### config.mk
export PLATFORM = sky130hd
export DESIGN_NAME = matrix_row_driver_flat
export DESIGN_NICKNAME = d
export VERILOG_FILES = /design/src/rtl/matrix_pkg.sv /design/src/rtl/matrix_row_driver_if.sv /design/src/rtl/matrix_dwell_timer.sv /design/src/rtl/matrix_row_driver.sv /design/src/flat_wrapper.sv
export SDC_FILE = /design/constraint.sdc
export NUM_CORES = 1
export LEC_CHECK = 0
export ABC_AREA = 1
export BUFFER_PORTS_ARGS = -buffer_cell sky130_fd_sc_hd__buf_2
export CORE_ASPECT_RATIO = 2
export CORE_MARGIN = 1
export CORE_UTILIZATION = 35
export CTS_BUF_LIST = sky130_fd_sc_hd__clkbuf_16
export DETAILED_ROUTE_END_ITERATION = 10
export GPL_TIMING_DRIVEN = 0
export HOLD_SLACK_MARGIN = 0.12
export PLACE_DENSITY_LB_ADDON = 0.1
export SETUP_SLACK_MARGIN = 0.05
export SLEW_MARGIN = 10
export SYNTH_ARGS = -nofsm -noshare
export SYNTH_HDL_FRONTEND = slang
export SYNTH_HIERARCHICAL = 1
export SYNTH_SLANG_ARGS = --single-unit
### constraint.sdc
create_clock -name clk -period 2 [get_ports clk]
set_clock_uncertainty 0.2 [all_clocks]
set_input_delay 0 -clock clk [delete_from_list [all_inputs] [get_ports clk]]
set_output_delay 0 -clock clk [all_outputs]
set_load 0.05 [all_outputs]
### src/rtl/matrix_pkg.sv
// rtl/matrix_pkg.sv - shared constants, scan states and row-strobe helper for the LED matrix driver
package matrix_pkg;

  localparam logic [7:0]  BOARD_PAGE = 8'h01;
  localparam int          MATRIX_DIM = 16;
  localparam logic [15:0] ROW_BLANK  = 16'hFFFF;

  typedef enum logic [2:0] {
    SETTLE    = 3'd0,
    CAPTURE   = 3'd1,
    ROW_READY = 3'd2,
    BLANK     = 3'd3,
    STEP_HI   = 3'd4,
    STEP_LO   = 3'd5
  } scan_state_t;

  // Active-low one-hot strobe for a given row index.
  function automatic logic [MATRIX_DIM-1:0] row_strobe(input logic [3:0] row);
    logic [MATRIX_DIM-1:0] one_hot;
    one_hot      = '0;
    one_hot[row] = 1'b1;
    return ~one_hot;
  endfunction

endpackage

### src/rtl/matrix_row_driver_if.sv
// rtl/matrix_row_driver_if.sv - counter/RAM/matrix signal bundle between the scan driver and its neighbours
interface matrix_row_driver_if #(
  parameter int DATA_W = 16
);
  logic [15:0]       pix_addr;
  logic [DATA_W-1:0] mem_rdata;
  logic              adv;
  logic [15:0]       row_n;
  logic [15:0]       col;
  logic              frame_start;
  logic              sync_err;

  modport master (
    input  pix_addr, mem_rdata,
    output adv, row_n, col, frame_start, sync_err
  );

  modport slave (
    output pix_addr, mem_rdata,
    input  adv, row_n, col, frame_start, sync_err
  );
endinterface

### src/rtl/matrix_dwell_timer.sv
// rtl/matrix_dwell_timer.sv - loadable down-counter that saturates at zero and flags done there
module matrix_dwell_timer #(
  parameter int DWELL_CYCLES = 1024
) (
  input  logic clk,
  input  logic reset_arduino,
  input  logic i_load,
  output logic o_done
);

  localparam int                CNT_W    = $clog2(DWELL_CYCLES);
  localparam logic [CNT_W-1:0]  LOAD_VAL = CNT_W'(DWELL_CYCLES - 1);

  logic [CNT_W-1:0] r_count;

  // Reset to zero so the first fetched row is swapped in without waiting.
  always_ff @(posedge clk or negedge reset_arduino) begin
    if (!reset_arduino) begin
      r_count <= '0;
    end else if (i_load) begin
      r_count <= LOAD_VAL;
    end else if (r_count != '0) begin
      r_count <= r_count - 1'b1;
    end
  end

  assign o_done = (r_count == '0);

endmodule

### src/rtl/matrix_row_driver.sv
// rtl/matrix_row_driver.sv - steps the board address counter, double-buffers one row and strobes it onto the matrix
module matrix_row_driver
  import matrix_pkg::*;
#(
  parameter int DWELL_CYCLES = 1024,
  parameter int DATA_W       = 16
) (
  input  logic                clk,
  input  logic                reset_arduino,
  matrix_row_driver_if.master bus
);

  scan_state_t           r_state;
  scan_state_t           w_next;
  logic [MATRIX_DIM-1:0] r_fetch_buf;
  logic [3:0]            r_fetch_row;
  logic [MATRIX_DIM-1:0] r_disp_buf;
  logic [3:0]            r_disp_row;
  logic                  r_disp_valid;
  logic                  r_frame_start;
  logic                  r_sync_err;

  logic [DATA_W-1:0]     w_rdata;
  logic                  w_window_ok;
  logic                  w_pixel;
  logic [3:0]            w_col_idx;
  logic [3:0]            w_row_idx;
  logic                  w_dwell_load;
  logic                  w_dwell_done;

  assign w_rdata      = bus.mem_rdata;
  assign w_window_ok  = (bus.pix_addr[15:8] == BOARD_PAGE);
  assign w_pixel      = w_window_ok && (w_rdata != '0);
  assign w_col_idx    = bus.pix_addr[3:0];
  assign w_row_idx    = bus.pix_addr[7:4];
  assign w_dwell_load = (r_state == BLANK);

  matrix_dwell_timer #(
    .DWELL_CYCLES(DWELL_CYCLES)
  ) u_dwell (
    .clk          (clk),
    .reset_arduino(reset_arduino),
    .i_load       (w_dwell_load),
    .o_done       (w_dwell_done)
  );

  always_comb begin
    w_next = r_state;
    case (r_state)
      SETTLE:    w_next = CAPTURE;
      CAPTURE:   w_next = (w_col_idx == 4'hF) ? ROW_READY : STEP_HI;
      ROW_READY: if (w_dwell_done) w_next = BLANK;
      BLANK:     w_next = STEP_HI;
      STEP_HI:   w_next = STEP_LO;
      STEP_LO:   w_next = SETTLE;
      default:   w_next = SETTLE;
    endcase
  end

  always_ff @(posedge clk or negedge reset_arduino) begin
    if (!reset_arduino) begin
      r_state       <= SETTLE;
      r_fetch_buf   <= '0;
      r_fetch_row   <= '0;
      r_disp_buf    <= '0;
      r_disp_row    <= '0;
      r_disp_valid  <= 1'b0;
      r_frame_start <= 1'b0;
      r_sync_err    <= 1'b0;
    end else begin
      r_state       <= w_next;
      r_frame_start <= 1'b0;
      case (r_state)
        CAPTURE: begin
          // Out-of-window captures still land in the buffer, forced dark.
          r_fetch_buf[w_col_idx] <= w_pixel;
          r_fetch_row            <= w_row_idx;
          if (!w_window_ok) r_sync_err <= 1'b1;
        end
        BLANK: begin
          r_disp_buf    <= r_fetch_buf;
          r_disp_row    <= r_fetch_row;
          r_disp_valid  <= 1'b1;
          r_fetch_buf   <= '0;
          r_frame_start <= (r_fetch_row == 4'd0);
        end
        default: ;
      endcase
    end
  end

  always_comb begin
    bus.row_n = ROW_BLANK;
    bus.col   = '0;
    if (r_disp_valid && (r_state != BLANK)) begin
      bus.row_n = row_strobe(r_disp_row);
      bus.col   = r_disp_buf;
    end
  end

  assign bus.adv         = (r_state == STEP_HI);
  assign bus.frame_start = r_frame_start;
  assign bus.sync_err    = r_sync_err;

endmodule

### src/flat_wrapper.sv
// flat-port wrapper written by rule: the top's interface ports become plain ports
module matrix_row_driver_flat import matrix_pkg::*;
#(
  parameter int DWELL_CYCLES = 1024,
  parameter int DATA_W       = 16
)
  (clk, reset_arduino, bus_pix_addr, bus_mem_rdata, bus_adv, bus_row_n, bus_col, bus_frame_start, bus_sync_err);
  matrix_row_driver_if #(.DATA_W(DATA_W)) bus_i ();
  input  logic clk;
  input  logic reset_arduino;
  input wire logic [$bits(bus_i.pix_addr)-1:0] bus_pix_addr;
  input wire logic [$bits(bus_i.mem_rdata)-1:0] bus_mem_rdata;
  output wire logic [$bits(bus_i.adv)-1:0] bus_adv;
  output wire logic [$bits(bus_i.row_n)-1:0] bus_row_n;
  output wire logic [$bits(bus_i.col)-1:0] bus_col;
  output wire logic [$bits(bus_i.frame_start)-1:0] bus_frame_start;
  output wire logic [$bits(bus_i.sync_err)-1:0] bus_sync_err;
  assign bus_i.pix_addr = bus_pix_addr;
  assign bus_i.mem_rdata = bus_mem_rdata;
  assign bus_adv = bus_i.adv;
  assign bus_row_n = bus_i.row_n;
  assign bus_col = bus_i.col;
  assign bus_frame_start = bus_i.frame_start;
  assign bus_sync_err = bus_i.sync_err;
  matrix_row_driver #(.DWELL_CYCLES(DWELL_CYCLES), .DATA_W(DATA_W)) u_core (.clk(clk), .reset_arduino(reset_arduino), .bus(bus_i));
endmodule
==> impl_metrics.toml <==
[logic_synthesis]
syn_inst = 384
synth_compound_area_share_pct = 5.652
ys_warn_count = 6
synth.top_cell.area_share_pct = 47.24
synthAdderAreaFrac_pct = 0.4218
yosys.area_share.simple_pct = 39.18
synth-async-reset-ratio_pct = 100.0
ys_seq_area_share_pct = 47.24
syn_area_mm2 = 0.002967
synth_common_cells = "nand2_1 (141), nor2_1 (57), dfrtp_1 (56)"
synth-xor-area-share_pct = 0
synth_fp_nets = 419
synth_mux_area_share_pct = 0
ys.flop_type = "dfrtp_1"
yosys_register_bits = 56
syn_area_per_cell_um2 = 7.726
synth_most_common_cell = "nand2_1"
synth_edf_count = 0
synth_area_leaders = "dfrtp_1 (47%), nand2_1 (18%), nor2_1 (7.2%)"
synth_top_family_by_area = "simple AND/OR/NAND/NOR gates"
synth_top_area_cell = "dfrtp_1"
ys_types = 32

[timing]
setup_slack_ps = 101.3
fin_crit_ps = 1899
tightest_slew_ps = 732.2
setup_viol = 0
max_freq_mhz = 526.7
drv_slew = 0
hold_viol_final = 0
final.setup.tns_ps = 0
min_period_over_period_pct = 94.94
rsz0062_at_grt = "false"
relSlewSlack_pct = 51.19

[detailed_routing]
drt_iter0_drc = 67
dr.max_layer_used = "met4"
postRouteAntennaNets = 0
met1_length_um = 3033
route.met3.wl_um = 237
routed_wl_um = 7693
drc = 0
routed_via_density = 4.697
first_pass_iters = 4
vias = 2809
met2_length_um = 4248
wl_per_cell_um = 12.86

[worst_setup_path]
reg2reg_from = "u_core/r_state[2]$_DFFE_PN0P_"
rrSetupSlack_ps = 190
r2r_cells = 8
startpoint_type = "input pin"
path_class = "input pin to flop"
arrival_ps = 1890
r2r-end = "u_core/u_dwell/r_count[4]$_DFFE_PN0P_"
worstPathMaxFanout = 6
critPathRequiredTime_ps = 1990
end_kind = "flop"

[die]
start_util_pct = 36.03
placementRows = 47
fp.dieH_um = 132.2
die_area_mm2 = 0.008871
die_w_um = 67.10
core_area_mm2 = 0.008233
ioPinCount = 69

[global_routing]
grt_max_degree = 57
grt_usage_pct = 18.36
grt_pass1_vias = 2688
overflow = 0
grt_first_pass_wirelength_um = 12350
antenna_found_initial = 0

[clock_network]
numCtsBuffers = 5
clk_latency_ps = 300
ctsLongestPathBuffers = 2
cts_tree = "built"
clock_sinks = 56
clk_pin_slew_worst_paths_ps = 70
htreeDepth = 2
clockRootBuffer = "clkbuf_16"

[place]
place_inst = 550
port_buffers = 68
pre_cts_ws_ps = 176.7
dpl_cell_area_mm2 = 0.003432
dp_hpwl_um = 5427
gp_congestion = 0.8023

[final_layout]
nFillCells = 852
drive_gt1_share_pct = 26.20
n_antenna_cell = 0
fin_area_mm2 = 0.004069
area_delta_synth_final_pct = 37.16
fin_nets = 534
final_cell_count_no_fill = 598

[hold_path]
whs_path_depth = 7
hold_path_class = "input pin to flop"
min_from = "bus_mem_rdata[13]"
hold_end = "u_core/r_fetch_buf[5]$_DFFE_PN0P_"

[power_and_ir_drop]
peakVddDrop_mv = 0.5371
p_leak_nw = 2.044
powerDensity_mw_per_mm2 = 991.3

[flow_run]
drv_cap = 0

[status]
status = "complete, no violations"
registers in the layout, indices dropped and copies added, names as in the netlist:
register and cells:
u_core/r_disp_row 4, u_core/r_disp_buf 16, u_core/r_fetch_buf 16, u_core/r_disp_valid 1, u_core/u_dwell/r_count 10, u_core/r_state 3
u_core/r_fetch_row 4, u_core/bus.sync_err 1, u_core/bus.frame_start 1
cell usage in the layout, fill, tap and decap left out, types with 7 or more instances in the layout:
| cell | instances |
|---|---|
| buf_4 | 11 |
| nand3_1 | 19 |
| inv_1 | 30 |
| nor2_1 | 54 |
| o21ai_1 | 14 |
| dfrtp_1 | 54 |
| dlygate4sd3_1 | 35 |
| buf_2 | 66 |
| nand2_1 | 140 |
| o21ai_0 | 7 |
| nand3_2 | 12 |
layer usage:
| layer | GRT usage [%] | vias up |
|---|---|---|
| met3 | 2.682 | 10 |
| met5 | 0 | - |
| li1 | - | 1429 |
| met1 | 20.38 | 1309 |
| met4 | 7.329 | 0 |
| met2 | 33.22 | 61 |
logic make-up (layout without fill, tap and decap cells):
| kind of cell | count (synthesis) | in the layout |
|---|---|---|
| AOI/OAI and AO/OA | 30 | 30 |
| buffers and inverters | 45 | 161 |
| adders and majority gates | 1 | 1 |
| and+or+nand+nor | 252 | 252 |
| DFF | 56 | 56 |
critical path, cell delays in order:
cell,delay (ps)
dlygate4sd3_1,530
buf_2,120
nor2_1,90
dlygate4sd3_1,570
nand2_1,70
nor2_2,110
nand2_2,70
nand2_4,120
clkbuf_16,160
o21ai_1,50
worst max path at each step:
stage,start,end,cells after the start,slack [ps]
after global placement,u_core/r_state[2]$_DFFE_PN0P_,u_core/u_dwell/r_count[4]$_DFFE_PN0P_,8,170
final,bus_mem_rdata[0],u_core/r_fetch_buf[7]$_DFFE_PN0P_,10,100
after CTS,bus_mem_rdata[12],u_core/r_fetch_buf[15]$_DFFE_PN0P_,10,80
after global routing,bus_mem_rdata[0],u_core/r_fetch_buf[8]$_DFFE_PN0P_,10,40
after floorplan,u_core/r_state[1]$_DFFE_PN0P_,bus_col[10],6,300
after detailed placement,u_core/r_state[2]$_DFFE_PN0P_,u_core/u_dwell/r_count[4]$_DFFE_PN0P_,8,180
cell type report:
cell class              instances  area, um2  share of cell area (%)
multi-input cells             283       1381                   33.95
flip-flops and latches         56       1404                   34.50
inverters                      35      145.1                   3.567
plain buffers                  10      91.34                   2.245
well taps                      98      122.6                   3.014
clock inverters                 3      42.54                   1.046
clock buffers                   5      125.1                   3.075
repair buffers                108      757.0                   18.60
power breakdown:
| part | internal [mW] | total, mW | switching (mW) |
|---|---|---|---|
| clock network | 0.590 | 1.01 | 0.422 |
| registers | 1.37 | 1.56 | 0.197 |
| logic | 0.482 | 1.46 | 0.978 |
metrics by stage:
step	util, %	hold WS, ps	power [mW]
after floorplan	-	-495.6	2.576
after detailed placement	41.69	-91.23	2.936
after global placement	41.66	5.784	2.905
after CTS	47.39	136.5	4.003
final	49.42	65.73	4.034
after global routing	49.42	128.9	4.314
repair_timing:
action,4_1_cts,5_1_grt
gates resized for setup,1,20
setup endpoints to repair,2,40
hold buffers,30,10
pin swaps,0,5
endpoints found under the hold margin,78,6
setup buffers,0,4
gates cloned,0,1
(Power assumes the default switching activity.)
